File: config.mk
export PLATFORM = sky130hd
export DESIGN_NAME = alu_serial_driver_flat
export DESIGN_NICKNAME = d
export VERILOG_FILES = /design/src/rtl/alu_serial_driver_if.sv /design/src/rtl/alu_serial_driver.sv /design/src/flat_wrapper.sv
export SDC_FILE = /design/constraint.sdc
export NUM_CORES = 1
export LEC_CHECK = 0
export ABC_AREA = 0
export BUFFER_PORTS_ARGS = -buffer_cell sky130_fd_sc_hd__clkbuf_2
export CAP_MARGIN = 20
export CELL_PAD_IN_SITES_DETAIL_PLACEMENT = 1
export CELL_PAD_IN_SITES_GLOBAL_PLACEMENT = 1
export CORE_AREA = 4 4 113 115
export CTS_CLUSTER_DIAMETER = 80
export CTS_CLUSTER_SIZE = 12
export DETAILED_ROUTE_END_ITERATION = 8
export DIE_AREA = 0 0 117 119
export PLACE_DENSITY_LB_ADDON = 0.1
export SLEW_MARGIN = 20
export SYNTH_ARGS = -nofsm -noshare
export SYNTH_HDL_FRONTEND = slang
export SYNTH_SLANG_ARGS = --single-unit
export TNS_END_PERCENT = 5
File: constraint.sdc
create_clock -name clk -period 8 [get_ports clk]
set_input_delay 0.4 -clock clk [delete_from_list [all_inputs] [get_ports clk]]
set_output_delay 0.4 -clock clk [all_outputs]
set_load 0.03 [all_outputs]
File: src/rtl/alu_serial_driver_if.sv
// rtl/alu_serial_driver_if.sv - request, result and slice signals of the serial ALU driver
interface alu_serial_driver_if #(
  parameter int WIDTH = 32
);
  logic [2:0]       op;
  logic [WIDTH-1:0] a_in;
  logic [WIDTH-1:0] b_in;
  logic             start_valid;
  logic             start_ready;

  logic             slice_a;
  logic             slice_b;
  logic             slice_cin;
  logic [3:0]       slice_op;
  logic             slice_result;
  logic             slice_cout;

  logic             result_valid;
  logic             result_ready;
  logic [WIDTH-1:0] result;
  logic             zero;
  logic             carry_out;
  logic             overflow;
  logic             busy;

  modport master (
    input  op, a_in, b_in, start_valid,
    input  slice_result, slice_cout,
    input  result_ready,
    output start_ready,
    output slice_a, slice_b, slice_cin, slice_op,
    output result_valid, result, zero, carry_out, overflow, busy
  );

  modport slave (
    output op, a_in, b_in, start_valid,
    output slice_result, slice_cout,
    output result_ready,
    input  start_ready,
    input  slice_a, slice_b, slice_cin, slice_op,
    input  result_valid, result, zero, carry_out, overflow, busy
  );
endinterface

File: src/rtl/alu_serial_driver.sv
// rtl/alu_serial_driver.sv - bit-serial ALU controller driving a shared 1-bit slice
// LSB-first, one bit per cycle, carry chained through r_carry.
module alu_serial_driver #(
  parameter int WIDTH = 32
) (
  input  logic                 clk,
  input  logic                 reset,
  alu_serial_driver_if.master  bus
);
  localparam int CW = (WIDTH > 1) ? $clog2(WIDTH) : 1;
  localparam logic [CW-1:0] LAST   = CW'(WIDTH - 1);
  localparam logic [CW-1:0] PENULT = CW'(WIDTH - 2);

  localparam logic [2:0] OP_AND = 3'b000;
  localparam logic [2:0] OP_OR  = 3'b001;
  localparam logic [2:0] OP_ADD = 3'b010;
  localparam logic [2:0] OP_SUB = 3'b011;
  localparam logic [2:0] OP_NOR = 3'b100;
  localparam logic [2:0] OP_SLT = 3'b101;

  typedef enum logic [1:0] {
    ST_IDLE = 2'd0,
    ST_RUN  = 2'd1,
    ST_DONE = 2'd2
  } state_t;

  state_t           r_state;
  state_t           w_next;

  logic [2:0]       r_op;
  logic [WIDTH-1:0] r_a;
  logic [WIDTH-1:0] r_b;
  logic [WIDTH-1:0] r_shift;
  logic [CW-1:0]    r_cnt;
  logic             r_carry;
  logic             r_cmsb;
  logic             r_zero;
  logic             r_cout;
  logic             r_ovf;

  logic             w_accept;
  logic             w_init_carry;
  logic             w_last;
  logic [3:0]       w_dec_op;
  logic             w_start_ready;
  logic             w_result_valid;
  logic             w_busy;
  logic             w_slice_a;
  logic             w_slice_b;
  logic             w_slice_cin;
  logic [3:0]       w_slice_op;
  logic [WIDTH-1:0] w_shifted;
  logic [WIDTH-1:0] w_final;
  logic             w_ovf_raw;
  logic             w_final_cout;
  logic             w_final_ovf;

  function automatic logic [3:0] decode_op(input logic [2:0] op);
    case (op)
      OP_AND:  decode_op = 4'b0000;
      OP_OR:   decode_op = 4'b0001;
      OP_ADD:  decode_op = 4'b0010;
      OP_SUB:  decode_op = 4'b0110;
      OP_NOR:  decode_op = 4'b1100;
      OP_SLT:  decode_op = 4'b0110;
      default: decode_op = 4'b0011;
    endcase
  endfunction

  assign w_dec_op     = decode_op(r_op);
  assign w_accept     = (r_state == ST_IDLE) && bus.start_valid;
  assign w_init_carry = (bus.op == OP_SUB) || (bus.op == OP_SLT);
  assign w_last       = (r_cnt == LAST);

  always_ff @(posedge clk or posedge reset) begin
    if (reset) begin
      r_state <= ST_IDLE;
    end else begin
      r_state <= w_next;
    end
  end

  always_comb begin
    w_next         = r_state;
    w_start_ready  = 1'b0;
    w_result_valid = 1'b0;
    w_busy         = 1'b0;
    w_slice_a      = 1'b0;
    w_slice_b      = 1'b0;
    w_slice_cin    = 1'b0;
    w_slice_op     = 4'b0000;
    case (r_state)
      ST_IDLE: begin
        w_start_ready = 1'b1;
        if (bus.start_valid) begin
          w_next = ST_RUN;
        end
      end
      ST_RUN: begin
        w_busy      = 1'b1;
        w_slice_a   = r_a[0];
        w_slice_b   = r_b[0];
        w_slice_cin = r_carry;
        w_slice_op  = w_dec_op;
        if (w_last) begin
          w_next = ST_DONE;
        end
      end
      ST_DONE: begin
        w_busy         = 1'b1;
        w_result_valid = 1'b1;
        if (bus.result_ready) begin
          w_next = ST_IDLE;
        end
      end
      default: w_next = ST_IDLE;
    endcase
  end

  // Final word assembled from the MSB bit arriving on the last RUN edge.
  always_comb begin
    w_shifted    = {bus.slice_result, r_shift[WIDTH-1:1]};
    w_ovf_raw    = r_cmsb ^ bus.slice_cout;
    w_final      = w_shifted;
    w_final_cout = 1'b0;
    w_final_ovf  = 1'b0;
    case (r_op)
      OP_ADD, OP_SUB: begin
        w_final_cout = bus.slice_cout;
        w_final_ovf  = w_ovf_raw;
      end
      OP_SLT: begin
        w_final = {{(WIDTH-1){1'b0}}, bus.slice_result ^ w_ovf_raw};
      end
      default: ;
    endcase
  end

  always_ff @(posedge clk or posedge reset) begin
    if (reset) begin
      r_op    <= 3'b000;
      r_a     <= '0;
      r_b     <= '0;
      r_shift <= '0;
      r_cnt   <= '0;
      r_carry <= 1'b0;
      r_cmsb  <= 1'b0;
      r_zero  <= 1'b0;
      r_cout  <= 1'b0;
      r_ovf   <= 1'b0;
    end else begin
      case (r_state)
        ST_IDLE: begin
          if (w_accept) begin
            r_op    <= bus.op;
            r_a     <= bus.a_in;
            r_b     <= bus.b_in;
            r_shift <= '0;
            r_cnt   <= '0;
            r_carry <= w_init_carry;
            r_cmsb  <= 1'b0;
            r_zero  <= 1'b0;
            r_cout  <= 1'b0;
            r_ovf   <= 1'b0;
          end
        end
        ST_RUN: begin
          r_a     <= r_a >> 1;
          r_b     <= r_b >> 1;
          r_carry <= bus.slice_cout;
          r_cnt   <= r_cnt + 1'b1;
          if (r_cnt == PENULT) begin
            r_cmsb <= bus.slice_cout;
          end
          if (w_last) begin
            r_shift <= w_final;
            r_zero  <= (w_final == '0);
            r_cout  <= w_final_cout;
            r_ovf   <= w_final_ovf;
          end else begin
            r_shift <= w_shifted;
          end
        end
        default: ;
      endcase
    end
  end

  assign bus.start_ready  = w_start_ready;
  assign bus.result_valid = w_result_valid;
  assign bus.busy         = w_busy;
  assign bus.slice_a      = w_slice_a;
  assign bus.slice_b      = w_slice_b;
  assign bus.slice_cin    = w_slice_cin;
  assign bus.slice_op     = w_slice_op;
  assign bus.result       = r_shift;
  assign bus.zero         = r_zero;
  assign bus.carry_out    = r_cout;
  assign bus.overflow     = r_ovf;
endmodule
File: src/flat_wrapper.sv
// flat-port wrapper written by rule: the top's interface ports become plain ports
module alu_serial_driver_flat 
#(
  parameter int WIDTH = 32
)
  (clk, reset, bus_op, bus_a_in, bus_b_in, bus_start_valid, bus_slice_result, bus_slice_cout, bus_result_ready, bus_start_ready, bus_slice_a, bus_slice_b, bus_slice_cin, bus_slice_op, bus_result_valid, bus_result, bus_zero, bus_carry_out, bus_overflow, bus_busy);
  alu_serial_driver_if #(.WIDTH(WIDTH)) bus_i ();
  input  logic clk;
  input  logic reset;
  input wire logic [$bits(bus_i.op)-1:0] bus_op;
  input wire logic [$bits(bus_i.a_in)-1:0] bus_a_in;
  input wire logic [$bits(bus_i.b_in)-1:0] bus_b_in;
  input wire logic [$bits(bus_i.start_valid)-1:0] bus_start_valid;
  input wire logic [$bits(bus_i.slice_result)-1:0] bus_slice_result;
  input wire logic [$bits(bus_i.slice_cout)-1:0] bus_slice_cout;
  input wire logic [$bits(bus_i.result_ready)-1:0] bus_result_ready;
  output wire logic [$bits(bus_i.start_ready)-1:0] bus_start_ready;
  output wire logic [$bits(bus_i.slice_a)-1:0] bus_slice_a;
  output wire logic [$bits(bus_i.slice_b)-1:0] bus_slice_b;
  output wire logic [$bits(bus_i.slice_cin)-1:0] bus_slice_cin;
  output wire logic [$bits(bus_i.slice_op)-1:0] bus_slice_op;
  output wire logic [$bits(bus_i.result_valid)-1:0] bus_result_valid;
  output wire logic [$bits(bus_i.result)-1:0] bus_result;
  output wire logic [$bits(bus_i.zero)-1:0] bus_zero;
  output wire logic [$bits(bus_i.carry_out)-1:0] bus_carry_out;
  output wire logic [$bits(bus_i.overflow)-1:0] bus_overflow;
  output wire logic [$bits(bus_i.busy)-1:0] bus_busy;
  assign bus_i.op = bus_op;
  assign bus_i.a_in = bus_a_in;
  assign bus_i.b_in = bus_b_in;
  assign bus_i.start_valid = bus_start_valid;
  assign bus_i.slice_result = bus_slice_result;
  assign bus_i.slice_cout = bus_slice_cout;
  assign bus_i.result_ready = bus_result_ready;
  assign bus_start_ready = bus_i.start_ready;
  assign bus_slice_a = bus_i.slice_a;
  assign bus_slice_b = bus_i.slice_b;
  assign bus_slice_cin = bus_i.slice_cin;
  assign bus_slice_op = bus_i.slice_op;
  assign bus_result_valid = bus_i.result_valid;
  assign bus_result = bus_i.result;
  assign bus_zero = bus_i.zero;
  assign bus_carry_out = bus_i.carry_out;
  assign bus_overflow = bus_i.overflow;
  assign bus_busy = bus_i.busy;
  alu_serial_driver #(.WIDTH(WIDTH)) u_core (.clk(clk), .reset(reset), .bus(bus_i));
endmodule
==> results of run 1 <==
power by group:
group          internal (W)  switching [W]
Clock              0.000223       0.000227
Combinational      0.000362       0.000586
Sequential         0.000764       0.000135
per-layer routing:
metal | GRT usage [%] | up-vias
met1 | 23.7 | 1845
met2 | 28.0 | 78
met4 | 5.81 | 0
met3 | 2.69 | 13
met5 | 0 | -
li1 | - | 1830
stage by stage:
step | cells | total power [W] | worst slack [ns] | hold WS, ns
after floorplan | 460 | 0.00175 | 4.67 | 0.486
after global routing | 713 | 0.00249 | 4.93 | 0.166
after detailed placement | 697 | 0.00187 | 5.23 | 0.499
after global placement | 697 | 0.00182 | 5.37 | 0.491
after CTS | 713 | 0.00233 | 5.01 | 0.138
final | 713 | 0.00230 | 5.07 | 0.120
flip-flops by register name, indices dropped and copies added, names as in the netlist:
signal                count
u_core.r_b               32
u_core.bus.result        32
u_core.r_a               32
u_core.bus.zero           1
u_core.bus.carry_out      1
u_core.bus.overflow       1
u_core.r_cnt              5
u_core.r_op               3
u_core.r_state            2
u_core.r_carry            1
u_core.r_cmsb             1
worst paths after layout:
check / start / slack [ns] / end
max in group asynchronous: reset / 6.67 / u_core.r_a[5]
min in group clk: bus_op[0] / 0.31 / u_core.r_op[0]
worst max-delay path: u_core.r_state[1] / 5.07 / bus_slice_cin
worst min-delay path: reset / 0.12 / u_core.r_a[6]
worst min register to register: u_core.bus.zero / 0.51 / u_core.bus.zero
worst max register to register: u_core.r_state[1] / 5.23 / u_core.r_a[17]
final cells by class:
class / instances / area, µm² / area share, %
clock buffers: 9 / 225 / 3.76
clock inverters: 7 / 73.8 / 1.23
inverters: 9 / 36.3 / 0.606
multi-input cells: 309 / 2080 / 34.7
flip-flops and latches: 111 / 2780 / 46.4
well taps: 147 / 184 / 3.07
repair buffers: 121 / 616 / 10.3
Yosys cell counts (all sizes together):
library cell | instances | share of area [%]
clkbuf | 2 | 0.17
xnor2 | 1 | 0.17
o21ai | 9 | 0.94
dfrtp | 111 | 54
mux2 | 5 | 1.2
nor2b | 2 | 0.24
nand3 | 3 | 0.29
nand2b | 3 | 0.51
a221o | 1 | 0.19
and2 | 3 | 0.36
buf | 29 | 5.6
and3b | 1 | 0.17
inv | 9 | 0.65
and3 | 4 | 0.48
a22o | 36 | 6.1
a21oi | 70 | 7.0
nand4 | 2 | 0.24
nand2 | 17 | 1.3
ha | 6 | 1.5
a32oi | 1 | 0.17
mux2i | 63 | 12
xor2 | 2 | 0.34
nor3 | 2 | 0.19
nor4 | 8 | 0.97
a21boi | 1 | 0.22
a32o | 2 | 0.39
or3 | 1 | 0.12
nor2 | 66 | 4.8
logic make-up after synthesis:
logic type | share of synthesized area [%]
AO/OA/AOI/OAI | 15.0
AND/OR/NAND/NOR | 9.65
flip-flops | 53.7
multiplexers | 13.3
buffers and inverters | 6.38
adder cells (fa/ha/maj) | 1.45
XOR/XNOR | 0.508
critical path, stage by stage, from the launching register on:
cell and delay (ns):
dfrtp_1 0.41, inv_1 0.12, ha_4 0.58, buf_4 0.62, and2_1 0.24, clkbuf_2 0.21
==> results.txt, run 1 <==
The share of synthesized area occupied by flip-flops and latches came out at 53.7%. Buffers placed on the I/O ports in this run total between 100 and 150. In this run the vertical extent of the chip is around 120 µm. The clock tree from TritonCTS is built. The worst min-delay path class is in -> async. Pin placement for this block handled about 120 I/O pins. The post-cts repair resize count is 0. The congestion estimate from routability-driven global placement came to 0.735.

The clock-pin slew on the worst setup and hold paths came out at approximately 0.080 ns. The cell area after technology mapping is between 0.005 and 0.006 mm². The deepest level of the CTS H-tree came out at 3.

Clock tree synthesis selected as its root buffer the cell clkbuf_16. The flow ran to the end, and the final reports show no timing, DRC or antenna violations. The maximum vdd drop came out at between 150 and 200 µV. Summed over all failing endpoints, the final setup total negative slack is 0 ns. For this design the ratio of total power to cell area is approximately 380 mW/mm². Clock tree synthesis found a total of between 100 and 150 sinks. The mean number of vias per cell is between 5 and 6.

Synthesis handed over a netlist of 460 instances. The clock latency on the worst-skew pair is about 0.35 ns. The number of hold buffers added after CTS was 0.

The antenna violation net count after detailed routing came out at 0. The clock passes through at most 2 buffers. The fraction of final layout cells with drive strength greater than 1 is between 20% and 30%.

Dividing the final minimum period by the clock period gives 36.7%. The first global-routing pass estimated just under 20,000 µm of wire. The Yosys step of the flow raised 0 warnings.

The wire length on met2 is just under 6000 µm. The area of all placed cells without fillers came out at roughly 0.0060 mm². The worst path in the final design needs a cycle of just under 3 ns, including I/O delays and setup. The unique cell type count in the Yosys netlist is 37.

The total cell area at the placement stage came out at about 0.0057 mm². The total count of max-transition violations in the final report came to 0. The detailed router used layers up to and including met4. In this run the tightest slew margin relative to its limit is between 40 and 50%. The peak fanout along the critical path came out at 43. In the final routing, the length of wire on met1 measures around 5300 µm. The count of inserted antenna diode cells came out at 0. Setup repair after global routing left no endpoint under its margin.

The area growth from synthesis to layout is 15.8%. The number of inserted filler cells in the final layout came out at 1,335. The number of iterations in the first detailed-routing pass came out at 4. The final-report hold violation count came out at 0. The post-detailed-route wirelength per cell came out at 16.4 µm. The final setup skew came out at ~0.0084 ns. The post-detailed-placement half-perimeter wirelength came out at just over 8000 µm. The die width is between 100 and 150 µm. The leakage component of the power came out at between 2 and 3 nW. The global router's overall resource usage is 17.3%.

The cell count of the worst reg-to-reg path is 6. The number of design-rule violations left by the first detailed-router iteration came out at approximately 230. The number of storage elements in the synthesis netlist came out at around 110. At the worst endpoint, the required time is between 7 and 8 ns. The maximum number of pins on one net before global-route repair is between 70 and 80. The die outline area came out at about 0.014 mm². In the layout the commonest cells are clkbuf_2, dfrtp_1, a21oi_1, nor2_1, mux2i_1. In the detailed route, the total length drawn on met3 is around 410 µm.

After floorplanning, the core was sized to cover 0.0118 mm². The final-report setup violation count came out at 0. The number of buffers inserted to repair setup after CTS is 0.

For this run, design rule violations remaining after detail routing come to 0. The remaining global-route overflow came out at 0. Once the floorplan was initialized, standard cells occupied approximately 44% of the core.

Cells fill ~51% of the core in the end. The initial antenna violation count came out at 0. The number of global-route vias before repair came to roughly 4,000. The arrival time at the worst endpoint came out at between 2 and 3 ns. The critical path is of the reg -> out type. The total nets after synthesis came out at between 500 and 600. The detailed router placed between 3,000 and 4,000 vias in this run. The worst setup path is captured at an output port. STA classifies the critical path startpoint as a flop.

The most common library cell in the layout ignoring fill and taps is clkbuf_2. Derived from the worst setup path, the maximum achievable clock frequency is approximately 340 MHz. The average footprint of a synthesized cell came out at about 11 µm². The total number of placement rows came out at 40. The tool flagged a number of max-cap violations equal to 0. Summed over all layers, the routed wires come to between 10,000 and 15,000 µm. The net count of the finished layout is 640. For the pin with the worst max-slew slack, the measured transition is 0.828 ns. TritonCTS created 9 clock buffers.
No activity file was read; power rests on OpenSTA's default activity.
==> run 2: changes to the inputs <==
CORE_AREA = 4 4 122 124   (was 4 4 113 115)
DIE_AREA = 0 0 126 128   (was 0 0 117 119)
clock period = 2.66 ns   (was 8 ns; I/O delays follow)
==> results.txt, run 2 (synthesis results as in run 1) <==
The maximum buffer depth of the clock tree is 2. STA classifies the critical path startpoint as a flop. The aggregate negative setup slack is 0 ns. The worst relative slew slack is between 40% and 50%.

The most common library cell in the layout ignoring fill and taps is clkbuf_2. The core occupancy in the finished layout is between 40 and 50%. The final-report setup violation count came out at 0.

On the final layout, the worst clock skew is 0.00471 ns. The final period demand of the worst path came out at 2.22 ns. The total power draw is 0.00699 W.

Dividing the final minimum period by the clock period gives a little over four fifths. The deepest level of the CTS H-tree came out at 3. The flow ran to the end, and the final reports show no timing, DRC or antenna violations. The most critical setup path has its startpoint at u_core.r_state[1]. The peak fanout along the critical path is 35. During I/O placement, the number of pins put on the boundary was approximately 120. The initial antenna violation count came out at 0.

The worst setup timing slack at the placement stage is 0.457 ns. The final critical-path setup slack came out at ~0.44 ns. The effective utilization at floorplan is ~38%.

The die width came out at approximately 130 µm. The post-detailed-placement half-perimeter wirelength came out at 8340 µm. After clock tree synthesis, the clock-pin slew on the worst setup and hold paths is roughly 0.080 ns. The peak per-stage delay on the critical path came out at 0.52 ns.

The endpoint class of the critical path is an output port. In this run the core area contains 43 standard-cell rows. Clock tree synthesis selected as its root buffer the cell clkbuf_16. The clock latency on the worst-skew pair came out at ~0.35 ns. Cells with a size suffix above 1 make up between 20% and 30% of the layout. The first routing iteration left between 200 and 300 violations. Once detail routing completed, the nets flagged for antenna violations numbered 0.

The post-detailed-route wirelength per cell is roughly 16 µm. The number of global-route vias before repair is between 4,000 and 5,000. From synthesis to final layout, the design area changed by 18.0%. The slowest stage of the critical path belongs to the cell buf_4. The worst min-delay path class is in -> reg. Walking the worst path, the cells encountered are inv_1 -> ha_4 -> buf_4 -> and2_1 -> clkbuf_2.

After detailed routing, the number of remaining DRC violations is 0. The startpoint identified for the worst register-to-register timing path is u_core.r_state[0]. At the end of routability-driven placement, the weighted congestion stood at about 0.76. The transition time of the tightest slew-check pin came out at slightly below 0.9 ns.

Across the run, the number of max-cap violations was 0. The worst setup path is of the reg -> out kind. The top cell types in the final layout, fill and taps aside, are clkbuf_2, dfrtp_1, a21oi_1, nor2_1, mux2i_1.

The repair_antennas step left the layout with diodes totalling 0. The remaining global-route overflow is 0. The global-route wire length before repair came out at 20,500 µm. The number of clock sinks seen by CTS came out at 111. The post-detailed-routing wire length came out at approximately 12,000 µm.

STA puts the critical path data arrival time at approximately 2.1 ns. TritonCTS created 9 clock buffers. The post-cts repair resize count is 0. The total count of max-transition violations in the final report came to 0.

The first detailed-routing pass took 4 iterations. The count of vias placed by the detailed router came out at between 3,000 and 4,000. The leakage component of the power came out at ~3 nW. From bottom edge to top edge, the die measures roughly 130 µm. The endpoint required time on the critical path is around 2.5 ns.

The number of buffers inserted to repair setup after CTS is 0. Buffers placed on the I/O ports in this run total about 120. The number of inserted filler cells in the final layout is approximately 1,600. After floorplanning, the core was sized to cover between 0.01 and 0.015 mm².

The launch instance of the worst min-delay path is bus_op[0]. The global router's overall resource usage came out at 15.6%. The die outline area came out at around 0.016 mm². The final-report hold violation count came out at 0. The maximum number of pins on one net before global-route repair came out at around 130.

Setup repair after global routing left no endpoint under its margin. The total power divided by cell area came out at around 1100 mW/mm². The hold path depth came out at 2. The clock tree from TritonCTS is built. The cell count of the worst reg-to-reg path is 7. IR analysis of the VDD net gives a maximum drop of 473 µV. For this run, the post-layout net count is 645. The mean number of vias per cell came out at a little over 5. The highest attainable clock frequency is ~450 MHz.
[run 2: cell count changes in the layout (fill, tap and decap cells not counted)]
cell | before | now
buf_12 | 0 | 2
buf_4 | 4 | 6
bufinv_16 | 0 | 1
clkinv_2 | 0 | 1
clkinv_8 | 1 | 0
clkinvlp_4 | 0 | 1
dlygate4sd3_1 | 0 | 1
inv_4 | 1 | 0
inv_6 | 3 | 4
inv_8 | 2 | 0
[run 2: final timing paths]
check                                       endpoint  slack [ns]
worst max-delay path                   bus_slice_cin        0.44
worst min-delay path                  u_core.r_op[0]        0.04
worst max register to register  u_core.bus.result[0]        0.45
worst min register to register   u_core.bus.overflow        0.52
max in group asynchronous             u_core.r_a[26]        1.62
min in group asynchronous              u_core.r_a[4]        0.34
[run 2: what timing repair did]
action                     in CTS  in global routing
setup endpoints to repair       0                  0
hold endpoints to repair       17                  0
hold buffers                    1                  0
[run 2: report_power, final]
part           switching [W]  internal, W
Sequential          0.000387      0.00230
Combinational        0.00178      0.00113
Clock               0.000651     0.000745
[run 2: critical path: cells and delay by family (launching register included)]
kind          cells  cell delay, ns
fa+ha+maj         1            0.25
simple gates      1            0.23
flops             1            0.41
buf+inv           3            0.86
[run 2: routing by layer]
metal  up-vias  track usage (%)  part of all wire (%)  wire, µm
met1      1933             20.4                    45      5460
met5         -                0                     0         0
li1       1852                -                     -         -
met2        75             25.6                    49      5900
met3        15             3.04                   4.0       477
met4         0             5.80                   1.8       215
[run 2: cell type report]
cell class / instances / area, µm² / share of cell area (%)
clock buffers: 9 / 225 / 3.69
clock inverters: 7 / 78.8 / 1.29
inverters: 9 / 37.5 / 0.615
multi-input cells: 309 / 2080 / 34.1
flip-flops and latches: 111 / 2780 / 45.5
well taps: 180 / 225 / 3.69
repair buffers: 126 / 681 / 11.1
[run 2: stage by stage]
stage               instances  instance area (µm²)  hold slack (ns)
floorplan                 460                 5180            0.266
global placement          734                 5790            0.178
detailed placement        734                 5790            0.175
CTS                       751                 6100           0.0207
global route              751                 6100           0.0345
finish                    751                 6100           0.0441
